[src/rtl/transport_pkg.sv]
// -----------------------------------------------------------------------------
// transport_pkg
// Shared definitions for the transport layer (transmit and receive stages):
//   - packet header bytes for control and audio packets
//   - session command codes carried on sessionCmd
//   - framing FSM state encoding of the transmit stage
//   - helper computing the number of audio samples carried per packet
// -----------------------------------------------------------------------------
package transport_pkg;

    localparam logic [7:0] HDR_CTRL  = 8'h40;
    localparam logic [7:0] HDR_AUDIO = 8'h80;

    localparam logic [1:0] CMD_NONE  = 2'b00;
    localparam logic [1:0] CMD_CTRL  = 2'b01;
    localparam logic [1:0] CMD_AUDIO = 2'b10;

    typedef enum logic [2:0] {
        ST_IDLE    = 3'd0,
        ST_HDR     = 3'd1,
        ST_CTRL_HI = 3'd2,
        ST_CTRL_LO = 3'd3,
        ST_AUD_HI  = 3'd4,
        ST_AUD_LO  = 3'd5,
        ST_PAD     = 3'd6
    } tx_state_e;

    // One header byte and one trailing pad byte; everything else is 16-bit samples.
    function automatic int unsigned samples_per_packet(input int unsigned packet_size);
        return (packet_size - 2) / 2;
    endfunction

endpackage

[src/rtl/tx_sample_fifo.sv]
// -----------------------------------------------------------------------------
// tx_sample_fifo
// Synchronous first-word-fall-through FIFO holding audio samples until the
// framing FSM has enough of them to build a packet.
// Ports:
//   clk    in   system clock
//   srst   in   synchronous active-high reset (flushes pointers and count)
//   wr_en  in   push din (ignored while full)
//   din    in   sample to push
//   rd_en  in   pop the head entry (ignored while empty)
//   dout   out  head entry, valid whenever count != 0
//   count  out  number of stored entries, 0..DEPTH
//   full   out  count == DEPTH
// -----------------------------------------------------------------------------
module tx_sample_fifo #(
    parameter int unsigned DEPTH = 32,
    parameter int unsigned WIDTH = 16
) (
    input  logic                       clk,
    input  logic                       srst,
    input  logic                       wr_en,
    input  logic [WIDTH-1:0]           din,
    input  logic                       rd_en,
    output logic [WIDTH-1:0]           dout,
    output logic [$clog2(DEPTH):0]     count,
    output logic                       full
);

    localparam int unsigned AW = $clog2(DEPTH);
    localparam int unsigned CW = AW + 1;

    logic [WIDTH-1:0] mem [DEPTH];
    logic [AW-1:0]    wr_ptr_q, wr_ptr_d;
    logic [AW-1:0]    rd_ptr_q, rd_ptr_d;
    logic [CW-1:0]    count_q,  count_d;
    logic             do_wr, do_rd;

    assign full  = (count_q == CW'(DEPTH));
    assign do_wr = wr_en && !full;
    assign do_rd = rd_en && (count_q != '0);

    // NOTE: every variable driven here gets a default first, so no path can
    // leave it unassigned and infer a latch.
    always_comb begin
        wr_ptr_d = wr_ptr_q;
        rd_ptr_d = rd_ptr_q;
        count_d  = count_q;
        // DEPTH is a power of two, so the pointers wrap by plain overflow.
        if (do_wr) wr_ptr_d = wr_ptr_q + AW'(1);
        if (do_rd) rd_ptr_d = rd_ptr_q + AW'(1);
        unique case ({do_wr, do_rd})
            2'b10:   count_d = count_q + CW'(1);
            2'b01:   count_d = count_q - CW'(1);
            default: count_d = count_q;
        endcase
    end

    // NOTE: state registers use non-blocking assignments so every flop samples
    // the pre-edge values regardless of statement order.
    always_ff @(posedge clk) begin
        if (srst) begin
            wr_ptr_q <= '0;
            rd_ptr_q <= '0;
            count_q  <= '0;
        end else begin
            wr_ptr_q <= wr_ptr_d;
            rd_ptr_q <= rd_ptr_d;
            count_q  <= count_d;
        end
    end

    // NOTE: the storage array is deliberately not reset; an entry is only ever
    // read after it was written, and resetting it would force flops instead of RAM.
    always_ff @(posedge clk) begin
        if (do_wr) mem[wr_ptr_q] <= din;
    end

    assign dout  = mem[rd_ptr_q];
    assign count = count_q;

endmodule

[src/rtl/transport_send.sv]
// -----------------------------------------------------------------------------
// transport_send
// Transmit-side transport stage. Collects control words (one-entry slot) and
// audio samples (FIFO) from the session layer, frames them into fixed-size
// packets and streams the packets one byte per strobe to the network layer.
//   control packet: 40, hi, lo, then PACKET_SIZE-3 pad bytes
//   audio packet:   80, S x {hi, lo}, then one pad byte, S = (PACKET_SIZE-2)/2
// Ports:
//   clk          in   system clock
//   reset        in   synchronous active-high reset
//   sessionCmd   in   01 control word valid, 10 audio sample valid, else none
//   sessionData  in   word qualified by sessionCmd
//   ctrlBusy     out  control slot occupied (control writes dropped)
//   audioFull    out  audio FIFO full (audio writes dropped)
//   netBusy      in   network cannot accept a byte this cycle
//   sendSignal   out  one-cycle strobe, packetOut valid
//   packetOut    out  outgoing byte (holds between strobes)
// -----------------------------------------------------------------------------
module transport_send
    import transport_pkg::*;
#(
    parameter int unsigned PACKET_SIZE = 16,
    parameter int unsigned AUDIO_DEPTH = 32,
    parameter logic [7:0]  PAD_BYTE    = 8'h00
) (
    input  logic        clk,
    input  logic        reset,
    input  logic [1:0]  sessionCmd,
    input  logic [15:0] sessionData,
    output logic        ctrlBusy,
    output logic        audioFull,
    input  logic        netBusy,
    output logic        sendSignal,
    output logic [7:0]  packetOut
);

    localparam int unsigned S     = samples_per_packet(PACKET_SIZE);
    localparam int unsigned CNT_W = $clog2(PACKET_SIZE);
    localparam int unsigned FCW   = $clog2(AUDIO_DEPTH) + 1;

    localparam logic [CNT_W-1:0] LAST_IDX     = CNT_W'(PACKET_SIZE - 1);
    // Byte index of the low half of the final sample in an audio packet.
    localparam logic [CNT_W-1:0] LAST_AUD_IDX = CNT_W'(PACKET_SIZE - 2);

    tx_state_e        state_q,     state_d;
    logic [CNT_W-1:0] cnt_q,       cnt_d;
    logic             is_audio_q,  is_audio_d;
    logic             ctrl_busy_q, ctrl_busy_d;
    logic [15:0]      ctrl_word_q, ctrl_word_d;
    logic             send_q,      send_d;
    logic [7:0]       byte_q,      byte_d;

    // Byte the current state would emit and where it goes once emitted.
    logic [7:0]       tx_byte;
    tx_state_e        tx_next;
    logic             tx_pop;
    logic             tx_clr;

    logic             fifo_push;
    logic             fifo_pop;
    logic [15:0]      fifo_dout;
    logic [FCW-1:0]   fifo_count;
    logic             fifo_full;

    // Acceptance looks at the registered full flag only: a pop in the same
    // cycle does not rescue a write.
    assign fifo_push = (sessionCmd == CMD_AUDIO) && !fifo_full;

    tx_sample_fifo #(
        .DEPTH (AUDIO_DEPTH),
        .WIDTH (16)
    ) u_fifo (
        .clk   (clk),
        .srst  (reset),
        .wr_en (fifo_push),
        .din   (sessionData),
        .rd_en (fifo_pop),
        .dout  (fifo_dout),
        .count (fifo_count),
        .full  (fifo_full)
    );

    always_comb begin
        state_d     = state_q;
        cnt_d       = cnt_q;
        is_audio_d  = is_audio_q;
        ctrl_busy_d = ctrl_busy_q;
        ctrl_word_d = ctrl_word_q;
        send_d      = 1'b0;
        byte_d      = byte_q;
        fifo_pop    = 1'b0;
        tx_byte     = PAD_BYTE;
        tx_next     = state_q;
        tx_pop      = 1'b0;
        tx_clr      = 1'b0;

        unique case (state_q)
            ST_IDLE: tx_next = ST_IDLE;
            ST_HDR: begin
                tx_byte = is_audio_q ? HDR_AUDIO : HDR_CTRL;
                tx_next = is_audio_q ? ST_AUD_HI : ST_CTRL_HI;
            end
            ST_CTRL_HI: begin
                tx_byte = ctrl_word_q[15:8];
                tx_next = ST_CTRL_LO;
            end
            ST_CTRL_LO: begin
                tx_byte = ctrl_word_q[7:0];
                tx_next = ST_PAD;
                tx_clr  = 1'b1;
            end
            ST_AUD_HI: begin
                tx_byte = fifo_dout[15:8];
                tx_next = ST_AUD_LO;
            end
            ST_AUD_LO: begin
                tx_byte = fifo_dout[7:0];
                tx_pop  = 1'b1;
                tx_next = (cnt_q == LAST_AUD_IDX) ? ST_PAD : ST_AUD_HI;
            end
            ST_PAD: begin
                tx_next = (cnt_q == LAST_IDX) ? ST_IDLE : ST_PAD;
            end
            default: tx_next = ST_IDLE;
        endcase

        if (state_q == ST_IDLE) begin
            // Packet boundary: a pending control word wins over audio, and
            // audio waits until a whole packet's worth of samples is queued.
            cnt_d = '0;
            if (ctrl_busy_q) begin
                state_d    = ST_HDR;
                is_audio_d = 1'b0;
            end else if (fifo_count >= FCW'(S)) begin
                state_d    = ST_HDR;
                is_audio_d = 1'b1;
            end
        end else if (!netBusy) begin
            // netBusy freezes state, counter and FIFO; only the strobe drops.
            state_d  = tx_next;
            send_d   = 1'b1;
            byte_d   = tx_byte;
            cnt_d    = (cnt_q == LAST_IDX) ? '0 : cnt_q + CNT_W'(1);
            fifo_pop = tx_pop;
            if (tx_clr) ctrl_busy_d = 1'b0;
        end

        // Clear and accept never coincide: accepting needs the registered
        // busy flag low, clearing needs it high.
        if ((sessionCmd == CMD_CTRL) && !ctrl_busy_q) begin
            ctrl_busy_d = 1'b1;
            ctrl_word_d = sessionData;
        end
    end

    always_ff @(posedge clk) begin
        if (reset) begin
            state_q     <= ST_IDLE;
            cnt_q       <= '0;
            is_audio_q  <= 1'b0;
            ctrl_busy_q <= 1'b0;
            ctrl_word_q <= '0;
            send_q      <= 1'b0;
            byte_q      <= '0;
        end else begin
            state_q     <= state_d;
            cnt_q       <= cnt_d;
            is_audio_q  <= is_audio_d;
            ctrl_busy_q <= ctrl_busy_d;
            ctrl_word_q <= ctrl_word_d;
            send_q      <= send_d;
            byte_q      <= byte_d;
        end
    end

    assign ctrlBusy   = ctrl_busy_q;
    assign audioFull  = fifo_full;
    assign sendSignal = send_q;
    assign packetOut  = byte_q;

endmodule
[config.mk]
export PLATFORM = sky130hd
export DESIGN_NAME = transport_send
export DESIGN_NICKNAME = d
export VERILOG_FILES = /design/src/rtl/transport_pkg.sv /design/src/rtl/tx_sample_fifo.sv /design/src/rtl/transport_send.sv
export SDC_FILE = /design/constraint.sdc
export NUM_CORES = 1
export LEC_CHECK = 0
export CAP_MARGIN = 40
export CORE_MARGIN = 2
export CORE_UTILIZATION = 35
export CTS_CLUSTER_SIZE = 28
export DETAILED_ROUTE_END_ITERATION = 7
export DONT_BUFFER_PORTS = 1
export PLACE_DENSITY = 0.49
export SLEW_MARGIN = 20
export SYNTH_ARGS = -nofsm -noshare
export SYNTH_HDL_FRONTEND = slang
export SYNTH_SLANG_ARGS = --single-unit
export TNS_END_PERCENT = 30
[constraint.sdc]
create_clock -name clk -period 6.18 [get_ports clk]
set_clock_uncertainty 0.15 [all_clocks]
set_input_delay 1.236 -clock clk [delete_from_list [all_inputs] [get_ports clk]]
set_output_delay 1.236 -clock clk [all_outputs]
set_load 0.01 [all_outputs]
# Yosys cells after proc, flatten, opt, wreduce, memory -nomap -nowiden

Memories as Yosys holds them, arrays and structs flattened. A register that Yosys moved wholly into a read port is not among the register bits.
Index checks and enable logic that the tools add are counted.

Word-level logic and storage cells: 79
Register bits: 50
Input bits: 21
Memory bits (writable): 512
Bits in latches: 0
Output and inout port bits: 11
Memory bits (read-only): 0
Memories kept: 1

Memories:

| memory     | words | width | read ports | clocked after memory_dff | write ports | RTL line             | source |
|---|---|---|---|---|---|---|---|
| u_fifo.mem | 32    | 16    | 1          | 1                        | 1           | tx_sample_fifo.sv:32 | `logic [WIDTH-1:0] mem [DEPTH];` |

Equality and inequality tests: 17
Add/subtract/negate cells: 5
Bitwise gates (word level): 2
Multipliers: 0
Order comparisons: 1
Mux-type cells: 27
Shift operators: 0
Reductions and logical operators: 16
Divide/modulo/power cells: 0

Operators with widths:

| cell                                                   | count |
|---|---|
| case mux 8 bit (5 select lines)                        | 1 |
| 2-to-1 mux 3 bit                                       | 6 |
| case mux 3 bit (6 select lines)                        | 1 |
| 2-to-1 mux 1 bit                                       | 13 |
| case mux 6 bit (2 select lines)                        | 1 |
| adder 5 x 1 -> 5 bit (second input constant)           | 2 |
| 2-to-1 mux 5 bit                                       | 2 |
| == test 3 bit (second input constant)                  | 3 |
| == test 4 bit (second input constant)                  | 2 |
| 2-to-1 mux 8 bit                                       | 1 |
| adder 6 x 1 -> 6 bit (second input constant)           | 1 |
| == test 3 x 2 -> 1 bit (second input constant)         | 2 |
| == test 6 bit (second input constant)                  | 1 |
| >= comparator 6 x 3 -> 1 bit (second input constant)   | 1 |
| inequality test 2 x 1 -> 1 bit (second input constant) | 3 |
| AND reduction 2 bit                                    | 3 |
| nonzero test 2 bit                                     | 3 |
| nonzero test 6 bit                                     | 1 |
| subtractor 6 x 1 -> 6 bit (second input constant)      | 1 |
| adder 4 x 1 -> 4 bit (second input constant)           | 1 |
| == test 2 x 1 -> 1 bit (second input constant)         | 2 |
| == test 2 bit (second input constant)                  | 2 |
| logical AND 1 bit                                      | 4 |
| 2-to-1 mux 4 bit                                       | 1 |
| 8 further kinds                                        | 10 |

# Longest topological paths before layout

Depth in word-level cells: 7
Mapped depth: 13
Mapped depth without buffers: 10

# By module

A second synthesis with hierarchy kept.

Cells, all modules: 1,281
Area total of the unflattened synthesis: 22,390.2 sq um

Modules (own cells, without submodules):

| module         | times used | area an instance (sq um) | sequential area each (sq um) | cells an instance |
|---|---|---|---|---|
| tx_sample_fifo | 1          | 20,729.9                 | 15,795.1                     | 1,076 |
| transport_send | 1          | 1,660.3                  | 680.7                        | 205 |

# Least setup slack after synthesis

No wires, ideal clock.

Kind: input port to flip-flop
Start point: input sessionCmd[0]
End point: register u_fifo.count_q[5], in the netlist u_fifo.count[5]
Arrival: 3,319 ps
Cell stages on the path: 10
Path slack: 2,590 ps
Data required time: 5,909 ps
Library setup time: 121 ps
Path buffers: 1
Cells stage by stage: and2b_1 o31a_2 clkbuf_1 inv_1 ha_1 nand2b_1 or4_2 a221o_2 a21oi_1 mux2_2

Longest elaborated chain between the ends: 5
Elaborated cells on any way between the ends: 7
Those cells by class: eq/ne: 3; mux: 1; reduce/logical: 3

RTL lines:

| what                                                                  | RTL line             | source |
|---|---|---|
| start, declared                                                       | transport_send.sv:28 | `input logic [1:0] sessionCmd,` |
| == test 2 bit *                                                       | transport_send.sv:67 | `assign fifo_push = (sessionCmd == CMD_AUDIO) && !fifo_full;` |
| logical AND 1 bit *                                                   | transport_send.sv:67 |  |
| logical AND 1 bit *                                                   | tx_sample_fifo.sv:39 | `assign do_wr = wr_en && !full;` |
| == test 2 x 1 -> 1 bit or == test 2 bit (tied branches)               | tx_sample_fifo.sv:51 | `unique case ({do_wr, do_rd})` |
| case mux 6 bit (2 select lines) or nonzero test 2 bit (tied branches) | --                   |  |
| end signal, assigned                                                  | tx_sample_fifo.sv:68 | `count_q <= count_d;` |
| end, declared                                                         | tx_sample_fifo.sv:35 | `logic [CW-1:0] count_q, count_d;` |

Every way passes the cells marked *; elsewhere a longest branch is shown, timed or not.
A chain may end at the register's enable or synchronous reset.

# Worst setup path after layout

Start point: register state_q[0]
End point: register u_fifo.count_q[5], in the netlist u_fifo.count[5]

Longest elaborated chain between the ends: 7
Elaborated cells on any way between the ends: 10
Those cells by class: eq/ne: 3; mux: 4; reduce/logical: 3

RTL lines:

| what                                                                  | RTL line              | source |
|---|---|---|
| start, declared                                                       | transport_send.sv:45  | `tx_state_e state_q, state_d;` |
| start signal, assigned                                                | transport_send.sv:166 | `state_q <= state_d;` |
| == test 3 bit                                                         | transport_send.sv:97  | `unique case (state_q)` |
| 2-to-1 mux 1 bit                                                      | transport_send.sv:97  |  |
| 2-to-1 mux 1 bit                                                      | transport_send.sv:138 | `end else if (!netBusy) begin` |
| 2-to-1 mux 1 bit *                                                    | transport_send.sv:127 | `if (state_q == ST_IDLE) begin` |
| logical AND 1 bit *                                                   | tx_sample_fifo.sv:40  | `assign do_rd = rd_en && (count_q != '0);` |
| == test 2 x 1 -> 1 bit or == test 2 bit (tied branches)               | tx_sample_fifo.sv:51  |  |
| case mux 6 bit (2 select lines) or nonzero test 2 bit (tied branches) | --                    |  |

Marked as above.

==> results by group <==
Global route
  – Met1 global-route usage: 25.24%
  – Met2 Use GR: 26.85%
  – Largest net degree at the start of global routing: 55
  – Met3 usage: 3.648%
  – First-pass GRT wire length: 82.65 mm
  – All-Layer GR Usage: 17.45%
  – Vias in the first global route: 11465
  – Most Used Layer, Global Route: met2
  – Total gr overflow: 0
  – Antenna violations before repair: 3

Die
  – Row count: 92
  – Initial Utilization: 35.40%
  – Die X: 256.6 um
  – Ports: 32
  – Die Y: 256.6 um
  – CORE AREA: 63080 um2
  – Die area: 65830 um2

Place
  – DP HPWL: 36.67 mm
  – I/O Buffers: 0
  – Placer Congestion: 0.7887
  – Dpl cells: 1994
  – Dpl ws: 2.277 ns

Cells and area
  – Fin cells: 2107
  – # diodes: 0
  – P&R area growth vs syn: 15.01%
  – Layout Utilization: 40.71%
  – Share of layout cells above drive strength 1: 27.20%
  – Fillcell total: 5650
  – Nets: 1241

Worst setup path
  – Critical path fanouts, max: 20
  – Req. time, crit path: 6.54 ns
  – CP Data Arrival Time: 4.23 ns
  – Setup Crit Path Kind: flop to flop
  – CP startpoint kind: flop
  – Crit path from: state_q[0]
  – R2r startpoint: state_q[0]
  – CP Capture Type: flop

Yosys
  – Sequential-to-total area share from yosys stat: 73.79%
  – Most frequent cell after synthesis: edfxtp_1
  – Seq cells post-synth: 567
  – Mapped Area: 22330 um2
  – List of most frequent post-synthesis cells: edfxtp_1, mux4_2, nor2_1
  – Yosys top cell area share: 68.86%
  – Synth cell types: 64
  – Cell taking the most area after synthesis: edfxtp_1
  – Post-synth EDFFs: 512
  – Synth top area cells: edfxtp_1, mux4_2, dfxtp_1
  – Synth warn: 0
  – Syn_area_per_cell: 18.95 um2
  – Post-Synthesis Net Count: 1208
  – Post-Syn Instances: 1178
  – FFs w/ async S/R, synth: 0%
  – Most used DFF post-synth: edfxtp_1

Min path
  – Min-delay src: ctrl_word_q[1]
  – Min-Delay Path Class: flop to flop

Drt
  – Via density: 5.314
  – Vias: 11196
  – Detailed-route DRC error count: 0
  – DR iter-0 viols: 1269
  – Routed WL: 57.38 mm
  – Remaining antenna violation count: 0
  – Routed WL per cell: 27.23 um
  – Drt first pass iters: 6

STA
  – Slew Limit Fails: 0
  – Worst-Margin Slew: 0.7366 ns
  – Max Fclk: 258.0 MHz
  – Hold Violations, Final: 0
  – RSZ-0062 raised after global routing: false
  – Relative slew slack: 50.83%
  – Setup_tns: 0 ns
  – Crit path time final: 3.875 ns
  – Period utilisation layout: 62.71%
  – Setup WS post-layout: 2.305 ns
  – Final setup viols: 0

Clock network
  – CTS clk-pin slew, worst paths: 0.06 ns
  – Total setup buffers inserted after CTS: 0
  – Total CTS buffers: 60
  – CTS resizes: 0
  – CTS sink count: 567
  – CTS tree: built
  – CTS root buffer: clkbuf_16
  – CTS Hold Bufs: 0
  – CTS Buffer Depth: 3
  – Worst skew pair latency: 0.63 ns
  – CTS H-tree lvls: 2

Job
  – Total of max-cap violations: 0

Power and ir drop
  – VDD IR-drop max: 0.2484 mV
  – Cell Pwr Density: 308.7 nW/um2
  – Leak: 7.686 nW

Run status
  – Status: finished, final reports clean
-- layer usage --
layer	wire, um	part of all wire, %
met3	3633	6.3
met1	26120	46
met4	1287	2.2
met2	26340	46
met5	0	0
-- power breakdown --
group	internal (mW)	leakage [nW]	total, mW	switching (mW)
Clock	2.12	0.975	3.64	1.51
Combinational	0.0338	1.66	0.0831	0.0493
Sequential	4.19	5.06	4.21	0.0157
-- final timing paths --
| path | to | slack, ns | depth (start not counted) |
|---|---|---|---|
| hold reg to reg | ctrl_word_q[1] | 0.30 | 2 |
| hold / removal | ctrl_word_q[1] | 0.30 | 2 |
| setup reg to reg | u_fifo.count[5] | 2.30 | 8 |
| setup / recovery | u_fifo.count[5] | 2.30 | 8 |
-- flip-flops by register name, summed over array words and instances, names as in the netlist, 3 cells and up, named ones only --
name / count
u_fifo.wr_ptr_q: 5
u_fifo.mem: 512
ctrl_word_q: 16
u_fifo.rd_ptr_q: 5
cnt_q: 4
packetOut: 8
u_fifo.count: 6
state_q: 3
-- final cells by class --
type	instances	area, um2	share of cell area (%)
Multi-Input combinational cell	525	5563	21.66
Clock buffer	68	1541	6.003
Clock inverter	44	440.4	1.715
Timing Repair Buffer	42	529.3	2.061
Tap cell	846	1059	4.122
Inverter	15	56.30	0.2193
Sequential cell	567	16490	64.22
-- cells by family after synthesis --
logic type / synth area share, %
AO/OA/AOI/OAI: 3.480
XOR/XNOR: 0.4315
adder cells (fa/ha/maj): 0.5492
buffers and inverters: 1.681
flip-flops: 73.79
multiplexers: 15.54
AND/OR/NAND/NOR: 4.528
-- layout by cell type, fill, tap and decap left out, drive strengths merged, types with 9 or more instances in the layout --
cell type  netlist  layout
inv             15      17
mux4           131     131
a31oi           10      10
a21oi           33      33
nor2            67      67
clkbuf          36      68
o22ai           16      16
mux2i           34      34
buf             35      42
nand2           66      66
edfxtp         512     512
nand3           12      12
clkinv           0      30
dfxtp           55      55
ha               9       9
o21ai           14      14
mux2            16      16
-- worst max-delay path, stage by stage (launching register included) --
cell and delay [ns]:
dfxtp_1 0.79, and3b_1 0.49, o311a_4 0.39, ha_1 0.42, nand2b_1 0.11, or4_2 0.54
a221o_2 0.37, a21oi_1 0.14, mux2_2 0.35
-- through the flow --
| step | area, um2 | hold WS, ns | power [mW] |
|---|---|---|---|
| 3_5_place_dp | 23670 | 0.2904 | 4.373 |
| 2_1_floorplan | 22330 | 0.2829 | 4.351 |
| 4_1_cts | 25650 | 0.2987 | 8.010 |
| 5_1_grt | 25680 | 0.3134 | 8.157 |
| 6_report | 25680 | 0.2998 | 7.928 |
| 3_3_place_gp | 23240 | 0.2842 | 4.369 |
No activity file was read; power rests on OpenSTA's default activity.
